## src/rtl/autoconfig_ctrl_if.sv

```systemverilog
// 68000 bus signals seen by the AutoConfig controller: address, data nibble and strobes.
// The CPU side drives the strobes; the board answers on DOUT/DOE.
interface autoconfig_ctrl_if;
  logic [23:1] ADDR;
  logic [3:0]  DIN;
  logic [3:0]  DOUT;
  logic        DOE;
  logic        AS_n;
  logic        UDS_n;
  logic        LDS_n;
  logic        RW;

  modport master (output ADDR, DIN, AS_n, UDS_n, LDS_n, RW, input DOUT, DOE);
  modport slave  (input ADDR, DIN, AS_n, UDS_n, LDS_n, RW, output DOUT, DOE);
endinterface

```

## src/rtl/autoconfig_ctrl.sv

```systemverilog
// Zorro II AutoConfig controller for the IDE board: serves the config nibbles at $E80000,
// latches the 128 KB base written by the OS and drives CFGOUT_n down the chain.
//
// state     | meaning
// ----------+-----------------------------------------------------------
// UNCONF    | answering config space at $E80000
// CFG_PEND  | base latched, waiting for the configuring bus cycle to end
// SHUT_PEND | shut-up written, waiting for the bus cycle to end
// CONFIG    | base valid, board decodes its 128 KB window
// SHUTUP    | board told to stay off the bus
module autoconfig_ctrl #(
  parameter logic [15:0] MANUF_ID = 16'h082C,
  parameter logic [7:0]  PROD_ID  = 8'h07,
  parameter logic [31:0] SERIAL   = 32'h00000001,
  parameter logic [7:0]  ER_TYPE  = 8'hD2,
  parameter logic [15:0] ROM_VEC  = 16'h0010
) (
  input  logic                    CLK,
  input  logic                    RESET_n,
  autoconfig_ctrl_if.slave        bus,
  input  logic                    CFGIN_n,
  output logic                    CFGOUT_n,
  input  logic                    ENABLE,
  output logic                    ide_access,
  output logic                    configured
);

  typedef enum logic [2:0] {UNCONF, CFG_PEND, SHUT_PEND, CONFIG, SHUTUP} state_t;

  state_t       state, state_nxt;
  logic [23:17] base;
  logic         wr_done;
  logic         cfg_sel;
  logic         wr_cap;
  logic [3:0]   rom_nib;
  logic         unused_ok;

  // RESET_n in the select keeps DOE quiet while reset is held with AS_n low
  assign cfg_sel = RESET_n && ENABLE && !CFGIN_n && !bus.AS_n &&
                   (bus.ADDR[23:16] == 8'hE8) && (state == UNCONF);
  assign wr_cap  = cfg_sel && !bus.RW && !bus.UDS_n && !wr_done;

  always_ff @(posedge CLK or negedge RESET_n) begin
    if (!RESET_n) state <= UNCONF;
    else          state <= state_nxt;
  end

  always_comb begin
    state_nxt = state;
    case (state)
      UNCONF: begin
        if (wr_cap && bus.ADDR[7:1] == 7'h24)      state_nxt = CFG_PEND;
        else if (wr_cap && bus.ADDR[7:1] == 7'h26) state_nxt = SHUT_PEND;
      end
      CFG_PEND:  if (bus.AS_n) state_nxt = CONFIG;
      SHUT_PEND: if (bus.AS_n) state_nxt = SHUTUP;
      default:   state_nxt = state;
    endcase
    if (!ENABLE) state_nxt = UNCONF;
  end

  always_ff @(posedge CLK or negedge RESET_n) begin
    if (!RESET_n) begin
      base    <= '0;
      wr_done <= 1'b0;
    end else if (bus.AS_n) begin
      wr_done <= 1'b0;
    end else if (wr_cap) begin
      wr_done <= 1'b1;
      case (bus.ADDR[7:1])
        7'h25:   base[19:17] <= bus.DIN[3:1];
        7'h24:   base[23:20] <= bus.DIN;
        default: ;
      endcase
    end
  end

  // Everything but er_Type and the $40 control nibbles is stored inverted on the bus
  always_comb begin
    rom_nib = 4'hF;
    case (bus.ADDR[7:1])
      7'h00: rom_nib = ER_TYPE[7:4];
      7'h01: rom_nib = ER_TYPE[3:0];
      7'h02: rom_nib = ~PROD_ID[7:4];
      7'h03: rom_nib = ~PROD_ID[3:0];
      7'h04, 7'h05: rom_nib = 4'hF;
      7'h08: rom_nib = ~MANUF_ID[15:12];
      7'h09: rom_nib = ~MANUF_ID[11:8];
      7'h0A: rom_nib = ~MANUF_ID[7:4];
      7'h0B: rom_nib = ~MANUF_ID[3:0];
      7'h0C: rom_nib = ~SERIAL[31:28];
      7'h0D: rom_nib = ~SERIAL[27:24];
      7'h0E: rom_nib = ~SERIAL[23:20];
      7'h0F: rom_nib = ~SERIAL[19:16];
      7'h10: rom_nib = ~SERIAL[15:12];
      7'h11: rom_nib = ~SERIAL[11:8];
      7'h12: rom_nib = ~SERIAL[7:4];
      7'h13: rom_nib = ~SERIAL[3:0];
      7'h14: rom_nib = ~ROM_VEC[15:12];
      7'h15: rom_nib = ~ROM_VEC[11:8];
      7'h16: rom_nib = ~ROM_VEC[7:4];
      7'h17: rom_nib = ~ROM_VEC[3:0];
      7'h20, 7'h21: rom_nib = 4'h0;
      default: rom_nib = 4'hF;
    endcase
  end

  assign bus.DOE  = cfg_sel && bus.RW;
  assign bus.DOUT = bus.DOE ? rom_nib : 4'hF;

  assign configured = (state == CONFIG);
  assign CFGOUT_n   = ENABLE ? !((state == CONFIG) || (state == SHUTUP)) : CFGIN_n;
  assign ide_access = configured && !bus.AS_n && (bus.ADDR[23:17] == base);

  assign unused_ok  = ^{bus.LDS_n, bus.ADDR[15:8], bus.DIN[0]};

endmodule

```

## src/flat_wrapper.sv

```systemverilog
// flat-port wrapper written by rule: the top's interface ports become plain ports
module autoconfig_ctrl_flat 
#(
  parameter logic [15:0] MANUF_ID = 16'h082C,
  parameter logic [7:0]  PROD_ID  = 8'h07,
  parameter logic [31:0] SERIAL   = 32'h00000001,
  parameter logic [7:0]  ER_TYPE  = 8'hD2,
  parameter logic [15:0] ROM_VEC  = 16'h0010
)
  (CLK, RESET_n, CFGIN_n, CFGOUT_n, ENABLE, ide_access, configured, bus_ADDR, bus_DIN, bus_AS_n, bus_UDS_n, bus_LDS_n, bus_RW, bus_DOUT, bus_DOE);
  autoconfig_ctrl_if bus_i ();
  input  logic CLK;
  input  logic RESET_n;
  input  logic CFGIN_n;
  output logic CFGOUT_n;
  input  logic ENABLE;
  output logic ide_access;
  output logic configured;
  input wire logic [$bits(bus_i.ADDR)-1:0] bus_ADDR;
  input wire logic [$bits(bus_i.DIN)-1:0] bus_DIN;
  input wire logic [$bits(bus_i.AS_n)-1:0] bus_AS_n;
  input wire logic [$bits(bus_i.UDS_n)-1:0] bus_UDS_n;
  input wire logic [$bits(bus_i.LDS_n)-1:0] bus_LDS_n;
  input wire logic [$bits(bus_i.RW)-1:0] bus_RW;
  output wire logic [$bits(bus_i.DOUT)-1:0] bus_DOUT;
  output wire logic [$bits(bus_i.DOE)-1:0] bus_DOE;
  assign bus_i.ADDR = bus_ADDR;
  assign bus_i.DIN = bus_DIN;
  assign bus_i.AS_n = bus_AS_n;
  assign bus_i.UDS_n = bus_UDS_n;
  assign bus_i.LDS_n = bus_LDS_n;
  assign bus_i.RW = bus_RW;
  assign bus_DOUT = bus_i.DOUT;
  assign bus_DOE = bus_i.DOE;
  autoconfig_ctrl #(.MANUF_ID(MANUF_ID), .PROD_ID(PROD_ID), .SERIAL(SERIAL), .ER_TYPE(ER_TYPE), .ROM_VEC(ROM_VEC)) u_core (.CLK(CLK), .RESET_n(RESET_n), .bus(bus_i), .CFGIN_n(CFGIN_n), .CFGOUT_n(CFGOUT_n), .ENABLE(ENABLE), .ide_access(ide_access), .configured(configured));
endmodule
```

## config.mk

```make
export PLATFORM = sky130hd
export DESIGN_NAME = autoconfig_ctrl_flat
export DESIGN_NICKNAME = d
export VERILOG_FILES = /design/src/rtl/autoconfig_ctrl_if.sv /design/src/rtl/autoconfig_ctrl.sv /design/src/flat_wrapper.sv
export SDC_FILE = /design/constraint.sdc
export NUM_CORES = 1
export LEC_CHECK = 0
export ABC_AREA = 1
export CELL_PAD_IN_SITES_DETAIL_PLACEMENT = 2
export CELL_PAD_IN_SITES_GLOBAL_PLACEMENT = 2
export CORE_ASPECT_RATIO = 1.5
export CORE_UTILIZATION = 22
export DETAILED_ROUTE_END_ITERATION = 10
export PLACE_DENSITY_LB_ADDON = 0.1
export SYNTH_ARGS = -nofsm -noshare
export SYNTH_HDL_FRONTEND = slang
export SYNTH_SLANG_ARGS = --single-unit
```

## constraint.sdc

```tcl
create_clock -name CLK -period 3.73 [get_ports CLK]
set_input_delay 0.9325 -clock CLK [delete_from_list [all_inputs] [get_ports CLK]]
set_output_delay 0.9325 -clock CLK [all_outputs]
set_load 0.01 [all_outputs]
```

# Yosys cells after proc, flatten, opt, wreduce, memory -nomap -nowiden
# Memory sizes are Yosys's and may differ from the RTL's.
# Index checks and enable logic that the tools add are counted.
[classes]
bitwise_logic = 1
n_reduce_logical = 25
eq_ne = 13
mux = 11
[ops]
columns = ["op", "n"]
rows = [
  ["== test 7 x 6 -> 1 bit, second input constant", 3],
  ["two-way mux 3 bit", 5],
  ["logical AND 1 bit", 13],
  ["case mux 3 bit (3 select lines)", 1],
  ["== test 8 bit, second input constant", 1],
  ["two-way mux 4 bit", 2],
  ["== test 7 bit", 1],
  ["== test 3 x 2 -> 1 bit, second input constant", 2],
  ["zero test 1 bit", 6],
  ["!= test 3 bit, second input constant", 2],
  ["AND reduction 3 bit", 2],
  ["!= test 4 x 1 -> 1 bit, second input constant", 1],
  ["!= test 4 bit, second input constant", 1],
  ["AND reduction 4 bit", 1],
  ["== test 3 x 1 -> 1 bit, second input constant", 1],
  ["== test 3 bit, second input constant", 1],
  ["zero test 3 bit", 1],
  ["two-way mux 1 bit", 3],
  ["nonzero test 2 bit", 1],
  ["logical OR 1 bit", 1],
  ["NOT 1 bit", 1],
]
[word_totals]
reg_bits = 11
memories = 1
inputBits = 35
rom_bits = 256
wordCells = 55
output_inout_bits = 8
[memory_table]
columns = ["name", "words", "word_bits", "rd", "rd_ports_with_merged_regs", "wr", "line_no", "rtl"]
rows = [
  ["(no name shown)", 64, 4, 1, 0, 0, "autoconfig_ctrl.sv:81", "case (bus.ADDR[7:1])"],
]

# Logic depth before layout (Yosys ltp)
[depth]
ltp_word = 13
depth_mapped = 12
mapped_depth_nobuf = 12

# Worst setup path after synthesis
# Ideal clock, no wire load.
[synth_path]
path_kind = "input to output"
start = "in bus_ADDR[17]"
end = "out bus_DOUT[0]"
path_slack_ns = 0.958
stages = 6
required_ns = 2.798
arrival_ns = 1.840
path_buffers = 0
cell_sequence = "inv_1 > nand2_1 > nor3_1 > and3_1 > nor3b_2 > o21ai_0"
[synth_between]
elab_chain_cells = 5
[synth_lines]
columns = ["element", "line_no", "rtl"]
rows = [
  ["from (decl)", "flat_wrapper.sv:19", "input wire logic [$bits(bus_i.ADDR)-1:0] bus_ADDR;"],
  ["== test 8 bit", "autoconfig_ctrl.sv:40", "(bus.ADDR[23:16] == 8'hE8) && (state == UNCONF);"],
  ["logical AND 1 bit", "autoconfig_ctrl.sv:39", "assign cfg_sel = RESET_n && ENABLE && !CFGIN_n && !bus.AS_n &&"],
  ["logical AND 1 bit", "autoconfig_ctrl.sv:40", ""],
  ["logical AND 1 bit", "autoconfig_ctrl.sv:108", "assign bus.DOE = cfg_sel && bus.RW;"],
  ["named net bus_DOE", "flat_wrapper.sv:26", "output wire logic [$bits(bus_i.DOE)-1:0] bus_DOE;"],
  ["two-way mux 4 bit", "autoconfig_ctrl.sv:109", "assign bus.DOUT = bus.DOE ? rom_nib : 4'hF;"],
  ["to (decl)", "flat_wrapper.sv:25", "output wire logic [$bits(bus_i.DOUT)-1:0] bus_DOUT;"],
]
# The timed path passes the listed nets, and every way through them passes these cells.

# Worst setup path after layout
[layout_path]
start = "in bus_ADDR[22]"
end = "out bus_DOE"
[layout_between]
elab_chain_cells = 4
[layout_lines]
columns = ["element", "line_no"]
rows = [
  ["== test 8 bit", "autoconfig_ctrl.sv:40"],
  ["logical AND 1 bit", "autoconfig_ctrl.sv:39"],
  ["logical AND 1 bit", "autoconfig_ctrl.sv:40"],
  ["logical AND 1 bit", "autoconfig_ctrl.sv:108"],
  ["to (decl)", "flat_wrapper.sv:26"],
]
# No other way between the ends.

==> run metrics <==
Synth cell types 24; crit path DAT 2710 ps; Setup Buffers After CTS 0; area occupied by registers around 280 µm²; Chip Width roughly 57 µm; violated checks design-rule violations; status complete, but fails checks; largest net degree at the start of global routing 13; mean area per synthesized cell between 6 and 7 µm²; Antenna diodes 0; max-slew violations 0; Pre-antenna DRT Iters 7; fin crit share between 90% and 100%; final WL roughly 3.7 mm; RSZ-0062 raised after global routing no; Slew @ Worst Pin ~360 ps; Clock Sink Count 11; final worst setup slack 88.75 ps; CTS Buffer Depth 2; Core Rows 29; reg2reg setup slack ~2000 ps; crit path max-delay cell type clkdlybuf4s50_1; area grow syn2layout 59.34%; combined area of the multi-input logic cells a little over 600 µm²; Inserted Clock Buffers 3; placer congestion estimate a little under 0.8; number of synthesized flops with an enable pin 0; CTS clk-pin slew, worst paths roughly 70 ps; H-tree depth 1; hold_buf cts 0; Max Clock Skew 13.25 ps; Post-Syn Area 991.0 µm²; Setup WS pre-CTS -257.7 ps; endpoint class of the critical path output pin; clk_lat worst skew approximately 250 ps; pwr/cell area 279.4 nW/µm²; Final Hold Violating Endpoints 0; syn_nets between 150 and 200; total congestion overflow 0; Core ar. approximately 4300 µm²; first-pass GRT wire length between 6 and 7 mm; max-cap violations 0; ys flop type dfrtp_1; Fillers 540; Hold Crit Class reg2reg; Vias per Instance 4.727; Critical Path Source Type input pin; total track usage 17.84%; WP data required approximately 2800 ps; DRT antenna net count 0; worst rel slew slack about three quarters; share of cells above drive strength 1 15.71%; initial antenna violation count 0; Remaining DRCs 2; Finish-stage setup viols 0; 1st-iter DRT viols 24; r2r worst-path depth 10; worst-path fanout max 2; Syn. warnings 0; final design utilization between 30% and 40%; async set or reset register ratio after synthesis 100.0%; WS Path Type in2out; Synth Register Bits 11; Die ar. about 4800 µm²; Initial Util 23.14%; cell leakage power 0.7715 nW; family with the most delay on the worst path buffers and inverters; Worst Path Buf+Inv 4; Die H around 84 µm; peak supply drop 0.08907 mV; Critical Path Stages 7; CTS tree yes; io pins 43; DR WL/cell approximately 15 µm; min Tclk post-route 3641 ps; Final nets ~250; CP Cell Sequence clkdlybuf4s50_1, nand4_1, nor3_2, buf_4, and3_4, buf_4, clkdlybuf4s50_1; Critical Path Max Stage Delay between 500 and 600 ps; Clock Root Buffer clkbuf_8; WHS Path Cells 2; Syn Inst Count 155; I/O Buffers 33; dpl hpwl 3.219 mm; Max Freq ~270 MHz; via count ~1.2k; number of global-route vias before repair 1434; Seq/Total Area, Yosys between 20% and 30%
[metrics by stage]
step	TNS, ps	power [mW]	cell area (µm²)	hold slack, ps	std cells
finish	0	0.4412	1579	497.3	256
global route	0	0.4778	1579	528.7	256
CTS	0	0.4504	1567	500.9	256
detailed placement	-988.8	0.3164	1514	483.4	252
global placement	-483.4	0.3044	1514	479.0	252
floorplan	0	0.2304	991.0	462.3	155
[final cells by class]
type / count / area share (%)
clock buffers: 3 / 2.615
clock inverters: 1 / 0.3170
inverters: 29 / 6.894
multi-input cells: 115 / 39.46
flip-flops and latches: 11 / 17.43
well taps: 46 / 3.645
repair buffers: 51 / 29.64
[cells in the mapped netlist, types with 3 or more instances]
cell type / n / area (µm²)
nand2_1: 39 / 146.4
inv_1: 29 / 108.9
nor2_1: 17 / 63.81
dfrtp_1: 11 / 275.3
nand3_1: 8 / 40.04
o21ai_0: 8 / 40.04
a21oi_1: 7 / 35.03
ha_1: 5 / 62.56
nand4_1: 5 / 31.28
nor3_1: 5 / 25.02
nand2_2: 3 / 18.77
o21ai_1: 3 / 15.01
xnor2_1: 3 / 26.28
[flip-flops by register name (all words and copies together) (netlist names)]
register        count
u_core.state        3
u_core.base         7
u_core.wr_done      1
[layout by cell type, fill, tap and decap left out, types with 4 or more instances in the layout]
| master | synthesis | layout |
|---|---|---|
| nand2_1 | 39 | 39 |
| inv_1 | 29 | 29 |
| clkdlybuf4s50_1 | 0 | 28 |
| buf_4 | 0 | 18 |
| nor2_1 | 17 | 17 |
| dfrtp_1 | 11 | 11 |
| nand3_1 | 8 | 8 |
| a21oi_1 | 7 | 7 |
| o21ai_1 | 3 | 6 |
| nand4_1 | 5 | 5 |
| o21ai_0 | 8 | 5 |
| ha_1 | 5 | 5 |
| nor3_1 | 5 | 4 |
| clkdlybuf4s15_1 | 0 | 4 |
[path summary, 6_finish.rpt]
kind,from,endpoint
max in group asynchronous,RESET_n,u_core.state[1]
max reg2reg,u_core.state[2],u_core.base[21]
min,u_core.base[23],u_core.base[23]
min in group asynchronous,RESET_n,u_core.base[20]
max,bus_ADDR[22],bus_DOE
min reg2reg,u_core.base[23],u_core.base[23]
[per-layer routing]
| layer | up-vias | global-route usage, % | share of wire [%] |
|---|---|---|---|
| li1 | 604 | - | - |
| met1 | 582 | 18.53 | 38 |
| met2 | 19 | 36.47 | 59 |
| met3 | 5 | 1.849 | 2.5 |
| met4 | 0 | 4.656 | 1.0 |
| met5 | - | 0 | 0 |
[worst register-to-register path, stage by stage (launching register included)]
cell,delay [ps]
dfrtp_1,400
inv_1,130
nand2_1,90
nor2_1,120
inv_1,70
nor2_1,160
nand4_1,130
nor2_2,240
inv_1,140
nand2_1,90
nand2_1,50
[repair_timing]
| item | 4_1_cts | 5_1_grt |
|---|---|---|
| setup endpoints to repair | 4 | 6 |
| resized for setup | 6 | 9 |
| pin swaps | 1 | 2 |
[logic make-up (layout without fill, tap and decap cells)]
logic type      Yosys count  after routing  synth area share (%)
buf+inv                  29             84                 10.98
compound gates           22             22                 12.00
simple gates             84             84                 39.39
flops                    11             11                 27.78
fa+ha+maj                 5              5                 6.313
xor+xnor                  4              4                 3.536
[report_power, final]
part | switching [mW] | internal, mW
combinational | 0.0972 | 0.0740
sequential | 0.0112 | 0.129
clock | 0.0555 | 0.0739
total | 0.164 | 0.277
(Power assumes the default switching activity.)
